<file path="src/rtl/uart_arb_pkg.sv">
// Shared types and constants for the UART transmit byte arbiter.
package uart_arb_pkg;

  localparam int unsigned DEFAULT_DATA_WIDTH = 8;
  localparam logic [7:0]  NEWLINE            = 8'h0A;

  typedef enum logic {
    OUT_EMPTY = 1'b0,
    OUT_FULL  = 1'b1
  } out_state_t;

endpackage

</file>
<file path="src/rtl/axis_out_reg.sv">
// One-entry AXI-stream output register with a load/accept handshake.
// acc_c tells the arbiter a byte can be loaded this cycle.
module axis_out_reg
  import uart_arb_pkg::*;
#(
  parameter int unsigned DATA_WIDTH = uart_arb_pkg::DEFAULT_DATA_WIDTH
) (
  input  logic                  clk,
  input  logic                  rst,
  input  logic                  load,
  input  logic [DATA_WIDTH-1:0] load_data,
  output logic                  acc_c,
  output logic [DATA_WIDTH-1:0] m_axis_tdata,
  output logic                  m_axis_tvalid,
  input  logic                  m_axis_tready
);

  out_state_t            state_q, state_d;
  logic [DATA_WIDTH-1:0] data_q, data_d;

  // State and data register
  always_ff @(posedge clk) begin
    if (rst) begin
      state_q <= OUT_EMPTY;
      data_q  <= '0;
    end else begin
      state_q <= state_d;
      data_q  <= data_d;
    end
  end

  // Next state: fill when empty, refill or drain when the consumer takes the byte
  always_comb begin
    state_d = state_q;
    data_d  = data_q;
    unique case (state_q)
      OUT_EMPTY: begin
        if (load) begin
          state_d = OUT_FULL;
          data_d  = load_data;
        end
      end
      OUT_FULL: begin
        if (m_axis_tready) begin
          if (load) begin
            data_d = load_data;
          end else begin
            state_d = OUT_EMPTY;
          end
        end
      end
      default: state_d = OUT_EMPTY;
    endcase
  end

  assign acc_c         = (state_q == OUT_EMPTY) | m_axis_tready;
  assign m_axis_tdata  = data_q;
  assign m_axis_tvalid = (state_q == OUT_FULL);

endmodule

</file>
<file path="src/rtl/uart_tx_arbiter.sv">
// Round-robin arbiter sharing the UART transmit stream between the console
// (s0) and the vt52 keyboard path (s1). Optional line locking is enabled
// with the UART_ARB_LINE_LOCK_EN macro.
module uart_tx_arbiter
  import uart_arb_pkg::*;
#(
  parameter int unsigned DATA_WIDTH   = uart_arb_pkg::DEFAULT_DATA_WIDTH,
  parameter int unsigned LOCK_TIMEOUT = 1024
) (
  input  logic                  clk,
  input  logic                  rst,
  input  logic [DATA_WIDTH-1:0] s0_axis_tdata,
  input  logic                  s0_axis_tvalid,
  output logic                  s0_axis_tready,
  input  logic [DATA_WIDTH-1:0] s1_axis_tdata,
  input  logic                  s1_axis_tvalid,
  output logic                  s1_axis_tready,
  output logic [DATA_WIDTH-1:0] m_axis_tdata,
  output logic                  m_axis_tvalid,
  input  logic                  m_axis_tready,
  output logic                  lock_active,
  output logic                  lock_owner
);

  logic                  acc_c;
  logic                  winner_c;
  logic                  xfer0_c, xfer1_c, load_c;
  logic [DATA_WIDTH-1:0] load_data_c;
  logic                  lock_held_c, lock_own_c;
  logic                  last_served_q, last_served_d;

  // Pick the source granted this cycle
  always_comb begin
    winner_c = 1'b0;
    if (lock_held_c) begin
      winner_c = lock_own_c;
    end else if (s0_axis_tvalid & s1_axis_tvalid) begin
      winner_c = ~last_served_q;
    end else if (s1_axis_tvalid) begin
      winner_c = 1'b1;
    end
  end

  assign s0_axis_tready = ~winner_c & acc_c;
  assign s1_axis_tready =  winner_c & acc_c;
  assign xfer0_c        = s0_axis_tvalid & s0_axis_tready;
  assign xfer1_c        = s1_axis_tvalid & s1_axis_tready;
  assign load_c         = xfer0_c | xfer1_c;
  assign load_data_c    = xfer1_c ? s1_axis_tdata : s0_axis_tdata;

  // Round-robin history; s0 wins the first contest after reset
  always_ff @(posedge clk) begin
    if (rst) last_served_q <= 1'b1;
    else     last_served_q <= last_served_d;
  end

  // Remember the most recently served source
  always_comb begin
    last_served_d = last_served_q;
    if (load_c) last_served_d = xfer1_c;
  end

`ifdef UART_ARB_LINE_LOCK_EN
  localparam int unsigned CNT_W = $clog2(LOCK_TIMEOUT);

  logic             lock_active_q, lock_active_d;
  logic             lock_owner_q, lock_owner_d;
  logic [CNT_W-1:0] cnt_q, cnt_d;

  // Line lock state and idle timeout counter
  always_ff @(posedge clk) begin
    if (rst) begin
      lock_active_q <= 1'b0;
      lock_owner_q  <= 1'b0;
      cnt_q         <= '0;
    end else begin
      lock_active_q <= lock_active_d;
      lock_owner_q  <= lock_owner_d;
      cnt_q         <= cnt_d;
    end
  end

  // Lock on a non-newline byte, release on the owner's newline or on timeout
  always_comb begin
    lock_active_d = lock_active_q;
    lock_owner_d  = lock_owner_q;
    cnt_d         = cnt_q;
    if (!lock_active_q) begin
      cnt_d = '0;
      if (load_c && (load_data_c != DATA_WIDTH'(NEWLINE))) begin
        lock_active_d = 1'b1;
        lock_owner_d  = xfer1_c;
      end
    end else if (load_c) begin
      // Only the owner can transfer while locked; its transfer beats the timeout
      cnt_d = '0;
      if (load_data_c == DATA_WIDTH'(NEWLINE)) lock_active_d = 1'b0;
    end else if (cnt_q == CNT_W'(LOCK_TIMEOUT - 1)) begin
      lock_active_d = 1'b0;
      cnt_d         = '0;
    end else begin
      cnt_d = cnt_q + CNT_W'(1);
    end
  end

  assign lock_held_c = lock_active_q;
  assign lock_own_c  = lock_owner_q;
  assign lock_active = lock_active_q;
  assign lock_owner  = lock_owner_q;
`else
  logic [31:0] unused_lock_timeout;
  assign unused_lock_timeout = 32'(LOCK_TIMEOUT);
  assign lock_held_c = 1'b0;
  assign lock_own_c  = 1'b0;
  assign lock_active = 1'b0;
  assign lock_owner  = 1'b0;
`endif

  axis_out_reg #(
    .DATA_WIDTH (DATA_WIDTH)
  ) u_out_reg (
    .clk           (clk),
    .rst           (rst),
    .load          (load_c),
    .load_data     (load_data_c),
    .acc_c         (acc_c),
    .m_axis_tdata  (m_axis_tdata),
    .m_axis_tvalid (m_axis_tvalid),
    .m_axis_tready (m_axis_tready)
  );

endmodule

</file>
<file path="config.mk">
export PLATFORM = sky130hd
export DESIGN_NAME = uart_tx_arbiter
export DESIGN_NICKNAME = d
export VERILOG_FILES = /design/src/rtl/uart_arb_pkg.sv /design/src/rtl/axis_out_reg.sv /design/src/rtl/uart_tx_arbiter.sv
export SDC_FILE = /design/constraint.sdc
export NUM_CORES = 1
export LEC_CHECK = 0
export BUFFER_PORTS_ARGS = -buffer_cell sky130_fd_sc_hd__buf_2
export CORE_MARGIN = 10
export CORE_UTILIZATION = 35
export CTS_CLUSTER_DIAMETER = 100
export DETAILED_ROUTE_END_ITERATION = 12
export PLACE_DENSITY = 0.66
export SLEW_MARGIN = 10
export SYNTH_ARGS = -nofsm -noshare
export SYNTH_HDL_FRONTEND = slang
export SYNTH_HIERARCHICAL = 1
export SYNTH_SLANG_ARGS = --single-unit
</file>
<file path="constraint.sdc">
create_clock -name clk -period 3.75 [get_ports clk]
set_clock_uncertainty 0.1 [all_clocks]
set_input_delay 0.375 -clock clk [delete_from_list [all_inputs] [get_ports clk]]
set_output_delay 0.375 -clock clk [all_outputs]
set_load 0.03 [all_outputs]
</file>
# Word-level counts from Yosys, hierarchy flattened
# Cells that the tools add are included.
# word_totals
word_cells,23
register_bits,10
# op_classes
eq_ne,1
n_bitwise,10
muxes,9
# op_table
cell,n
$mux W8,3
$pmux W8 S2,1
$and A1 B1 Y1,5
$mux W1,4
$not A1 Y1,3
$ne A2 B2 Y1 const B,1
$or A1 B1 Y1,2
$pmux W1 S2,1

# Logic depth before layout (Yosys ltp)
# depth
ltp_word,9
ltp_mapped,8
depth_no_buf,5

# Modules after synthesis
# The synthesis kept the hierarchy.
# modules_own_cells
module,area_per_inst_um2,cells_each,instances
axis_out_reg,441.7,41,1
uart_tx_arbiter,186.4,20,1

# Worst setup path after synthesis
# OpenSTA, ideal clock, no wires.
# synth_path
kind,reg-to-output
start,"reg u_out_reg.state_q, in the netlist u_out_reg/m_axis_tvalid"
end,out s0_axis_tready
path_buffers,2
required_time_ns,3.275
path_stages_with_launch,5
path_slack_ns,1.751
arrival_ns,1.524
path_cell_list,dfxtp_1 -> nand2b_4 -> buf_6 -> buf_6 -> a21boi_0
# synth_via
elab_chain_len,3
# synth_rtl
element,line,text
from (decl),axis_out_reg.sv:18,"out_state_t state_q, state_d;"
from (signal assigned),axis_out_reg.sv:27,state_q <= state_d;
$not A1 Y1,axis_out_reg.sv:56,assign acc_c = (state_q == OUT_EMPTY) | m_axis_tready;
$or A1 B1 Y1,axis_out_reg.sv:56,
net acc_c,uart_tx_arbiter.sv:25,logic acc_c;
$and A1 B1 Y1,uart_tx_arbiter.sv:44,assign s0_axis_tready = ~winner_c & acc_c;
to (decl),uart_tx_arbiter.sv:14,"output logic s0_axis_tready,"
# The timed path passes the listed nets, and every way through them passes these cells.

# Worst setup path in the final report
# layout_path
start,"reg u_out_reg.state_q, in the netlist u_out_reg/m_axis_tvalid"
end,out s1_axis_tready
# layout_via
elab_chain_len,3
# layout_rtl
element,line,text
$not A1 Y1,axis_out_reg.sv:56,
$or A1 B1 Y1,axis_out_reg.sv:56,
net acc_c,uart_tx_arbiter.sv:25,
$and A1 B1 Y1,uart_tx_arbiter.sv:45,assign s1_axis_tready = winner_c & acc_c;
to (decl),uart_tx_arbiter.sv:17,"output logic s1_axis_tready,"
# The timed path passes the listed nets, and every way through them passes these cells.

==> impl_metrics.ini <==
[status]
outcome = completed

[job]
max_cap_viol_count = 0

[power]
p_total_uw = 312
ir_worst_vdd_v = 0.000168
p_per_area_nw_per_um2 = 395
p_leak_uw = 0.000374

[layout]
layout_commonest_cell = buf_2
n_antenna_cell = 0
area_delta_synth_final_pct = 25.9
multi_input_area_sq_um = 360
register_area_sq_um = 200
fin_nets = 112
drive_gt1_share_pct = 60.0
final_cell_mix = buf_2 (31), dfxtp_1 (10)
fillers = 189

[floorplanning]
floorplan.core_area_sq_um = 1710
die_y_um = 62.4
chipWidth_um = 62.4
rows = 15
ios = 34
die_area_sq_um = 3890
start_util_pct = 36.8

[placement]
dp_hpwl_mm = 1.18
globalplace.congestion = 0.620
port_buffers = 31

[worst_setup_path]
cp.buffers_inverters = 2
rr_worst_depth = 4
crit_type = reg -> out
critPathMaxStageDelay_ns = 0.33
cp_slowest_cell = dfxtp_1
worst_r2r_endpoint = u_out_reg/m_axis_tdata[6]$_SDFFE_PP0P_
path_delay_family = simple AND/OR/NAND/NOR gates
path_cells = nand2b_4, nand3_4, inv_1, buf_2
reg2reg_slack_ns = 2.19
r2r_start = u_out_reg/m_axis_tvalid$_SDFF_PP0_
worstSetupEndpointType = output pin
critPathArrivalTime_ns = 1.27
start_kind = flip-flop
crit_required_ns = 3.27
critical_path.max_fanout = 22

[clock_network]
clockRootBuffer = clkbuf_4
cts.sinks = 10
cts_buffer_depth = 2
clkTransAtPathRegs_ns = 0.07
htreeDepth = 1
post_cts_buffers = 0
cts_made_buffers = 3
cts_hold_buf = 0
ctsResizeCount = 0
cts_tree = yes
insertion_delay_ns = 0.26

[yosys]
synthMuxAreaShare_pct = 14.3
synthSimpleGateAreaFrac_pct = 12.9
syn_inst = 61
ys_types = 18
synth_top_cell_by_area = dfxtp_1
synth_top_area_share_pct = 31.9
synthTopCellsByArea = dfxtp_1 (32%), mux2_2 (14%), a21bo_1 (13%), a21oi_2 (11%), buf_6 (7.2%)
synthAdderAreaFrac_pct = 0
syn_area_sq_um = 628
yosys.area_share.xor_xnor_pct = 0
synth_compound_area_share_pct = 28.9
synth_top_family_by_area = compound AO/OA/AOI/OAI gates
ys_ff_latch = 10
ys_warn_count = 6
ys_seq_area_share_pct = 31.9
syn-mean-instance-area_sq_um = 10.3

[grt]
grt_overflow = 0
grt_usage_pct = 7.99
grt_pass1_vias = 590
grt_pass1_wl_mm = 2.59
grt_max_degree = 23
grt_antenna_before_repair = 0

[min_path]
hold_end = u_out_reg/m_axis_tdata[2]$_SDFFE_PP0P_
hold_depth = 2
min_path_type = in -> reg
hp-start = rst

[timing]
min_period_ns = 1.75
hold_ws_ns = 0.340
fin_tns_setup_ns = 0
rsz0062_at_grt = no
final_max_slew_viol_count = 0
min_period_over_period_pct = 46.7
fmax_ghz = 0.571
timing.slew.headroom_pct = 63.2
finalHoldViolCount = 0
finalSetupViolCount = 0
tightest_slew_ns = 0.552

[drt]
vias_per_cell = 4.61
vias = 530
drt-total-wl_mm = 1.56
drtIter0Drc = 5
drtAntennaViolNets = 0
post_drt_wl_per_cell_um = 13.6
route.detailed.drc = 0
first_pass_iters = 2
routing by layer:
| metal | up-vias | track usage, % | wire [um] |
|---|---|---|---|
| met2 | 19 | 13.5 | 718 |
| met4 | 0 | 3.35 | 6 |
| met3 | 2 | 3.41 | 100 |
| li1 | 267 | - | - |
| met5 | - | 0 | 0 |
| met1 | 242 | 8.53 | 735 |
cell families after synthesis:
group | count (synthesis)
simple gates | 12
compound gates | 21
buf+inv | 9
other cells | 1
mux | 8
flops | 10
synthesized netlist by cell type, drive strengths merged:
cell type,count
a31oi,1
nand2,1
o21a,1
a21oi,10
mux2,8
nand3,9
inv,2
or2,1
clkbuf,1
a21bo,8
a21boi,1
dfxtp,10
buf,6
nand2b,1
conb,1
stage by stage:
| stage | instance area (sq um) | std cells | setup slack, ns | utilization [%] |
|---|---|---|---|---|
| 2_1_floorplan | 632 | 62 | 1.75 | - |
| 3_3_place_gp | 754 | 111 | 2.05 | 44.2 |
| 3_5_place_dp | 754 | 111 | 2.02 | 44.2 |
| 4_1_cts | 791 | 115 | 1.97 | 46.3 |
| 5_1_grt | 791 | 115 | 1.91 | 46.3 |
| 6_report | 791 | 115 | 2.00 | 46.3 |
how the worst max path moves through the flow:
stage	slack (ns)	start	cells past startpoint	end
CTS	1.97	u_out_reg/m_axis_tvalid$_SDFF_PP0_	4	s1_axis_tready
detailed placement	2.02	m_axis_tready	5	u_out_reg/m_axis_tdata[4]$_SDFFE_PP0P_
global route	1.91	u_out_reg/m_axis_tvalid$_SDFF_PP0_	4	s1_axis_tready
global placement	2.05	m_axis_tready	5	u_out_reg/m_axis_tdata[3]$_SDFFE_PP0P_
floorplan	1.75	u_out_reg/m_axis_tvalid$_SDFF_PP0_	4	s0_axis_tready
finish	2.00	u_out_reg/m_axis_tvalid$_SDFF_PP0_	4	s1_axis_tready
report_power, final:
group          internal, uW  leakage (uW)  total, uW  switching [uW]
combinational          37.6      0.000270       93.0            55.5
clock                  58.9     0.0000210       98.9            40.0
sequential              115     0.0000827        120            4.84
area by class of cell:
| cell class | count | share of cell area [%] |
|---|---|---|
| Multi-Input combinational cell | 43 | 45.6 |
| Sequential cell | 10 | 25.3 |
| Timing Repair Buffer | 31 | 19.6 |
| Clock buffer | 4 | 4.59 |
| Tap cell | 25 | 3.96 |
| Inverter | 2 | 0.949 |
flip-flops by register name (all words and copies together), names as in the netlist:
name	count
u_out_reg/m_axis_tvalid	1
last_served_q	1
u_out_reg/m_axis_tdata	8
(Power assumes the default switching activity.)
